$ cat src/rtl/decrypter.sv
// Iterative receive-side decrypter: ROUNDS inverse rounds, one per cycle, then a
// byte-serial CRC-8 check of the recovered plaintext, with valid/ready on both sides.
module decrypter #(
  parameter int ROUNDS = 8,
  parameter int ROT    = 3,
  parameter int KROT   = 7
) (
  input  logic        clk,
  input  logic        rst_n,
  input  logic        in_valid,
  output logic        in_ready,
  input  logic [0:79] data_in,
  input  logic [0:7]  crc_in,
  input  logic [0:63] master_key,
  input  logic [0:63] baby_key,
  output logic        out_valid,
  input  logic        out_ready,
  output logic [0:79] data_out,
  output logic        crc_ok
);

  localparam int ROT_M   = ROT % 80;
  localparam int KROT_M  = KROT % 80;
  // Decryption walks the key schedule backwards, so it starts from the last round key.
  localparam int KR_INIT = (KROT * (ROUNDS - 1)) % 80;
  localparam logic [3:0] LAST_ROUND = 4'(ROUNDS - 1);
  localparam logic [3:0] LAST_BYTE  = 4'd9;

  typedef enum logic [1:0] {IDLE, DECRYPT, CRC, DONE} state_t;

  state_t      state_reg, state_next;
  logic [0:79] x_reg, x_next;
  logic [0:79] kr_reg, kr_next;
  logic [0:7]  crc_ref_reg, crc_ref_next;
  logic [7:0]  crc_reg, crc_next;
  logic [3:0]  cnt_reg, cnt_next;
  logic [0:79] data_out_reg, data_out_next;
  logic        crc_ok_reg, crc_ok_next;
  logic [0:79] k0;
  logic [7:0]  byte_sel;
  logic [7:0]  crc_fold;

  // Index 0 is the MSB, so a left shift moves bits toward index 0.
  function automatic logic [0:79] rotl(input logic [0:79] v, input int n);
    return (v << n) | (v >> (80 - n));
  endfunction

  function automatic logic [0:79] rotr(input logic [0:79] v, input int n);
    return (v >> n) | (v << (80 - n));
  endfunction

  function automatic logic [7:0] crc8_byte(input logic [7:0] c, input logic [7:0] d);
    logic [7:0] r;
    r = c ^ d;
    for (int i = 0; i < 8; i++) begin
      r = r[7] ? ((r << 1) ^ 8'h07) : (r << 1);
    end
    return r;
  endfunction

  assign k0       = {master_key, baby_key[0:15]};
  assign byte_sel = x_reg[{cnt_reg[3:0], 3'b000} +: 8];
  assign crc_fold = crc8_byte(crc_reg, byte_sel);

  always_comb begin
    state_next    = state_reg;
    x_next        = x_reg;
    kr_next       = kr_reg;
    crc_ref_next  = crc_ref_reg;
    crc_next      = crc_reg;
    cnt_next      = cnt_reg;
    data_out_next = data_out_reg;
    crc_ok_next   = crc_ok_reg;
    in_ready      = 1'b0;
    out_valid     = 1'b0;
    case (state_reg)
      IDLE: begin
        in_ready = 1'b1;
        if (in_valid) begin
          x_next       = data_in;
          crc_ref_next = crc_in;
          kr_next      = rotl(k0, KR_INIT);
          cnt_next     = 4'd0;
          state_next   = DECRYPT;
        end
      end
      DECRYPT: begin
        x_next  = rotr(x_reg, ROT_M) ^ kr_reg;
        kr_next = rotr(kr_reg, KROT_M);
        if (cnt_reg == LAST_ROUND) begin
          cnt_next   = 4'd0;
          crc_next   = 8'd0;
          state_next = CRC;
        end else begin
          cnt_next = cnt_reg + 4'd1;
        end
      end
      CRC: begin
        crc_next = crc_fold;
        if (cnt_reg == LAST_BYTE) begin
          crc_ok_next   = (crc_fold == crc_ref_reg);
          data_out_next = x_reg;
          state_next    = DONE;
        end else begin
          cnt_next = cnt_reg + 4'd1;
        end
      end
      DONE: begin
        out_valid = 1'b1;
        if (out_ready) state_next = IDLE;
      end
      default: state_next = IDLE;
    endcase
  end

  always_ff @(posedge clk or negedge rst_n) begin
    if (!rst_n) begin
      state_reg    <= IDLE;
      x_reg        <= '0;
      kr_reg       <= '0;
      crc_ref_reg  <= '0;
      crc_reg      <= '0;
      cnt_reg      <= '0;
      data_out_reg <= '0;
      crc_ok_reg   <= 1'b0;
    end else begin
      state_reg    <= state_next;
      x_reg        <= x_next;
      kr_reg       <= kr_next;
      crc_ref_reg  <= crc_ref_next;
      crc_reg      <= crc_next;
      cnt_reg      <= cnt_next;
      data_out_reg <= data_out_next;
      crc_ok_reg   <= crc_ok_next;
    end
  end

  assign data_out = data_out_reg;
  assign crc_ok   = crc_ok_reg;

endmodule

$ cat config.mk
export PLATFORM = sky130hd
export DESIGN_NAME = decrypter
export DESIGN_NICKNAME = d
export VERILOG_FILES = /design/src/rtl/decrypter.sv
export SDC_FILE = /design/constraint.sdc
export NUM_CORES = 1
export LEC_CHECK = 0
export CORE_MARGIN = 4
export CORE_UTILIZATION = 55
export CTS_CLUSTER_SIZE = 20
export DETAILED_ROUTE_END_ITERATION = 12
export GPL_TIMING_DRIVEN = 0
export HOLD_SLACK_MARGIN = 0.15
export PLACE_DENSITY = 0.95
export SLEW_MARGIN = 15
export SYNTH_ARGS = -nofsm -noshare
export SYNTH_HDL_FRONTEND = slang
export SYNTH_SLANG_ARGS = --single-unit
$ cat constraint.sdc
create_clock -name clk -period 6.94 [get_ports clk]
set_clock_uncertainty 0.1 [all_clocks]
set_input_delay 1.041 -clock clk [delete_from_list [all_inputs] [get_ports clk]]
set_output_delay 1.041 -clock clk [all_outputs]
set_load 0.005 [all_outputs]
==> summary.txt <==
Global routing
  • Largest net degree at the start of global routing: just under 100
  • First-pass GRT wire length: ~64000 µm
  • Gr usage total: about a third
  • Vias in the first global route: 11600
  • Initial antenna violation count: 1
  • Grt ovf: 0

Die
  • Core Area: 23400 µm²
  • Cell Rows: 56
  • Die ar.: between 20000 and 30000 µm²
  • DIE HEIGHT: 162 µm
  • Initial Utilization: about 56%
  • Die Wd: around 160 µm
  • Number of I/O pins: 303

Final layout
  • Layout cell share with drive strength beyond 1: roughly a tenth
  • Area delta synth->final: 30.6%
  • Net count, final: about 1800
  • # diodes: 0
  • Final Instance Area: around 17000 µm²

Detailed routing
  • Post-route DRC: 0
  • Vias per cell: a little under 6
  • Total Wirelength: ~42000 µm
  • Post-DR wirelength/cell: roughly 22 µm
  • Iter 0 DRT Violations: roughly 1000
  • Routed Antenna Nets: 0
  • DR pass1 iterations: 6
  • Vias: 11100

Critical path
  • CP startpoint: state_reg[1]
  • RR Startpoint: state_reg[1]
  • CP Capture Type: flop
  • CP endpoint: kr_reg[3]
  • CP Launch Type: flop
  • Critical Path AT: 4300 ps
  • WP data required: ~7200 ps
  • Setup Crit Path Kind: flop to flop
  • R2R setup slack: approximately 2900 ps
  • Worst R2R Path Depth: 8
  • Reg-to-Reg End: kr_reg[3]
  • Max FO, Critical Path: 10

STA
  • Min cycle time layout: around 4000 ps
  • Slew HR: a little under two fifths
  • Fmax: 250 MHz
  • Final number of setup-violating endpoints: 0
  • Fin crit share: between 50% and 60%
  • Slew @ Worst Pin: a little over 900 ps
  • RSZ-0062 raised after global routing: false
  • Max Slew Vio Count: 0
  • Fin. Hold Viols: 0

Yosys
  • Yosys top cell area share: between 50% and 60%
  • Most frequent cell after synthesis: dfrtp_1
  • Synth area leaders: dfrtp_1 50%, o21ai_0 9.6%, mux2i_1 9.5%, mux2_2 7.7%, nand2_1 7.5%
  • Ys flop type: dfrtp_1
  • Syn Area/Cell: ~10 µm²
  • Ys async rst share: 100%
  • YS warnings: 0
  • Mapped cell area: ~13000 µm²
  • Syn Nets: around 1500
  • Flops & latches, synth: roughly 260
  • Area leader, netlist: dfrtp_1
  • Post-Synthesis Cells: roughly 1300
  • Synth top cells by count: 263 x dfrtp_1, 262 x nand2_1, 250 x o21ai_0, 124 x mux2i_1, 97 x xnor2_1
  • Yosys cell types: 44
  • Register area share after synthesis: about half
  • Post-synth EDFFs: 0

Placement
  • Post-Place Cell Area: between 15000 and 20000 µm²
  • I/O Buffers: around 250
  • Gpl congestion: ~0.95
  • Final HPWL DP: roughly 30000 µm

Worst hold path
  • Hold depth: 1
  • Min-delay worst type: flop to flop

Status
  • Status: complete, no violations

Clocking
  • Clock Latency Late Sink: between 500 and 600 ps
  • Num CTS Buffers: 27
  • Post_cts resized: 0
  • Hold buffer count at cts: 0
  • CTS tree: done
  • CTS max path bufs: 3
  • Post-CTS setup buffer count: 0
  • TritonCTS Sinks: approximately 260
  • Clock H-tree levels: 1
  • Clock root buffer master: clkbuf_16
  • Clock transition at path regs: around 60 ps

Job
  • Max cap viols: 0

Power and ir drop
  • Leak: approximately 7.3 nW
  • Power per cell area: around 500 nW/µm²
  • Maximum vdd drop: around 260 µV
  • Total power: ~8.5 mW
[report_power, final]
group          switching [mW]  internal [mW]  leakage [nW]
sequential              0.755           2.10          3.38
clock                   0.619          0.979         0.481
combinational            2.24           1.76          3.42
[worst min-delay path by stage]
stage / startpoint / to
after floorplan: crc_ok / crc_ok
after global placement: crc_ok / crc_ok
after detailed placement: crc_ok / crc_ok
after CTS: data_out[18] / data_out[18]
after global routing: data_out[15] / data_out[15]
final: data_out[18] / data_out[18]
[metrics by stage]
step | hold slack (ps) | utilization, % | setup TNS (ps) | instances | worst slack [ps]
CTS | 405 | 72.8 | 0 | 1879 | 3080
finish | 401 | 72.8 | 0 | 1879 | 2940
detailed placement | 389 | 68.6 | 0 | 1830 | 2870
floorplan | 372 | - | 0 | 1255 | 4080
global route | 423 | 72.8 | 0 | 1879 | 2840
global placement | 386 | 68.4 | -1555670 | 1828 | -5930
[routing by layer]
| metal | track usage [%] | wire length (µm) | part of all wire, % | vias to the layer above |
|---|---|---|---|---|
| li1 | - | - | - | 4868 |
| met2 | 52.5 | 20400 | 49 | 673 |
| met1 | 40.2 | 15600 | 37 | 5392 |
| met4 | 13.8 | 2040 | 4.8 | 2 |
| met3 | 5.89 | 3920 | 9.3 | 148 |
| met5 | 0 | 13 | 0.031 | - |
[critical path: stages (launching register included)]
cell,delay [ps]
dfrtp_1,420
inv_1,90
ha_1,130
clkbuf_1,600
clkbuf_1,720
clkbuf_1,720
clkbuf_1,680
mux2i_1,290
o21ai_0,110
[placed cells by master (no fill, tap or decap), types with 2 or more instances in the layout]
cell type,netlist,layout
a21oi_1,10,10
a31oi_1,4,4
clkbuf_8,1,12
nand2_1,262,262
xnor2_4,3,3
a221oi_1,3,3
buf_4,3,3
nor2_1,13,13
clkdlybuf4s50_1,0,253
xor2_1,4,4
clkbuf_1,68,71
bufinv_16,0,4
mux2_2,89,89
buf_16,0,2
mux2i_1,124,124
and2_1,2,2
buf_12,2,2
clkbuf_16,0,27
xnor2_1,97,97
xnor2_2,5,5
nor2b_1,4,4
buf_8,1,2
buf_6,4,4
a22oi_1,8,8
o31ai_1,2,2
a22o_1,3,3
o21ai_0,250,250
nand2b_1,2,2
dfrtp_1,263,263
inv_1,5,5
ha_1,6,6
clkinvlp_4,0,2
[cell type report]
class | instances | area, µm²
multi-input combinational | 905 | 6050
clock buffer | 41 | 838
tap | 319 | 399
fill | 1510 | 6360
clock inverter | 8 | 149
inverter | 5 | 18.8
timing repair buffer | 256 | 2600
sequential | 263 | 6580
buffer | 82 | 408
[cell families (layout without fill, tap and decap cells)]
group	Yosys count	after routing	share of synthesized area, %
simple gates	290	290	8.64
xor+xnor	111	111	8.34
flops	263	263	50.4
fa+ha+maj	6	6	0.575
buf+inv	87	392	3.27
mux	213	213	17.2
compound gates	285	285	11.6
Note: power is estimated with default switching activity, not from simulation.
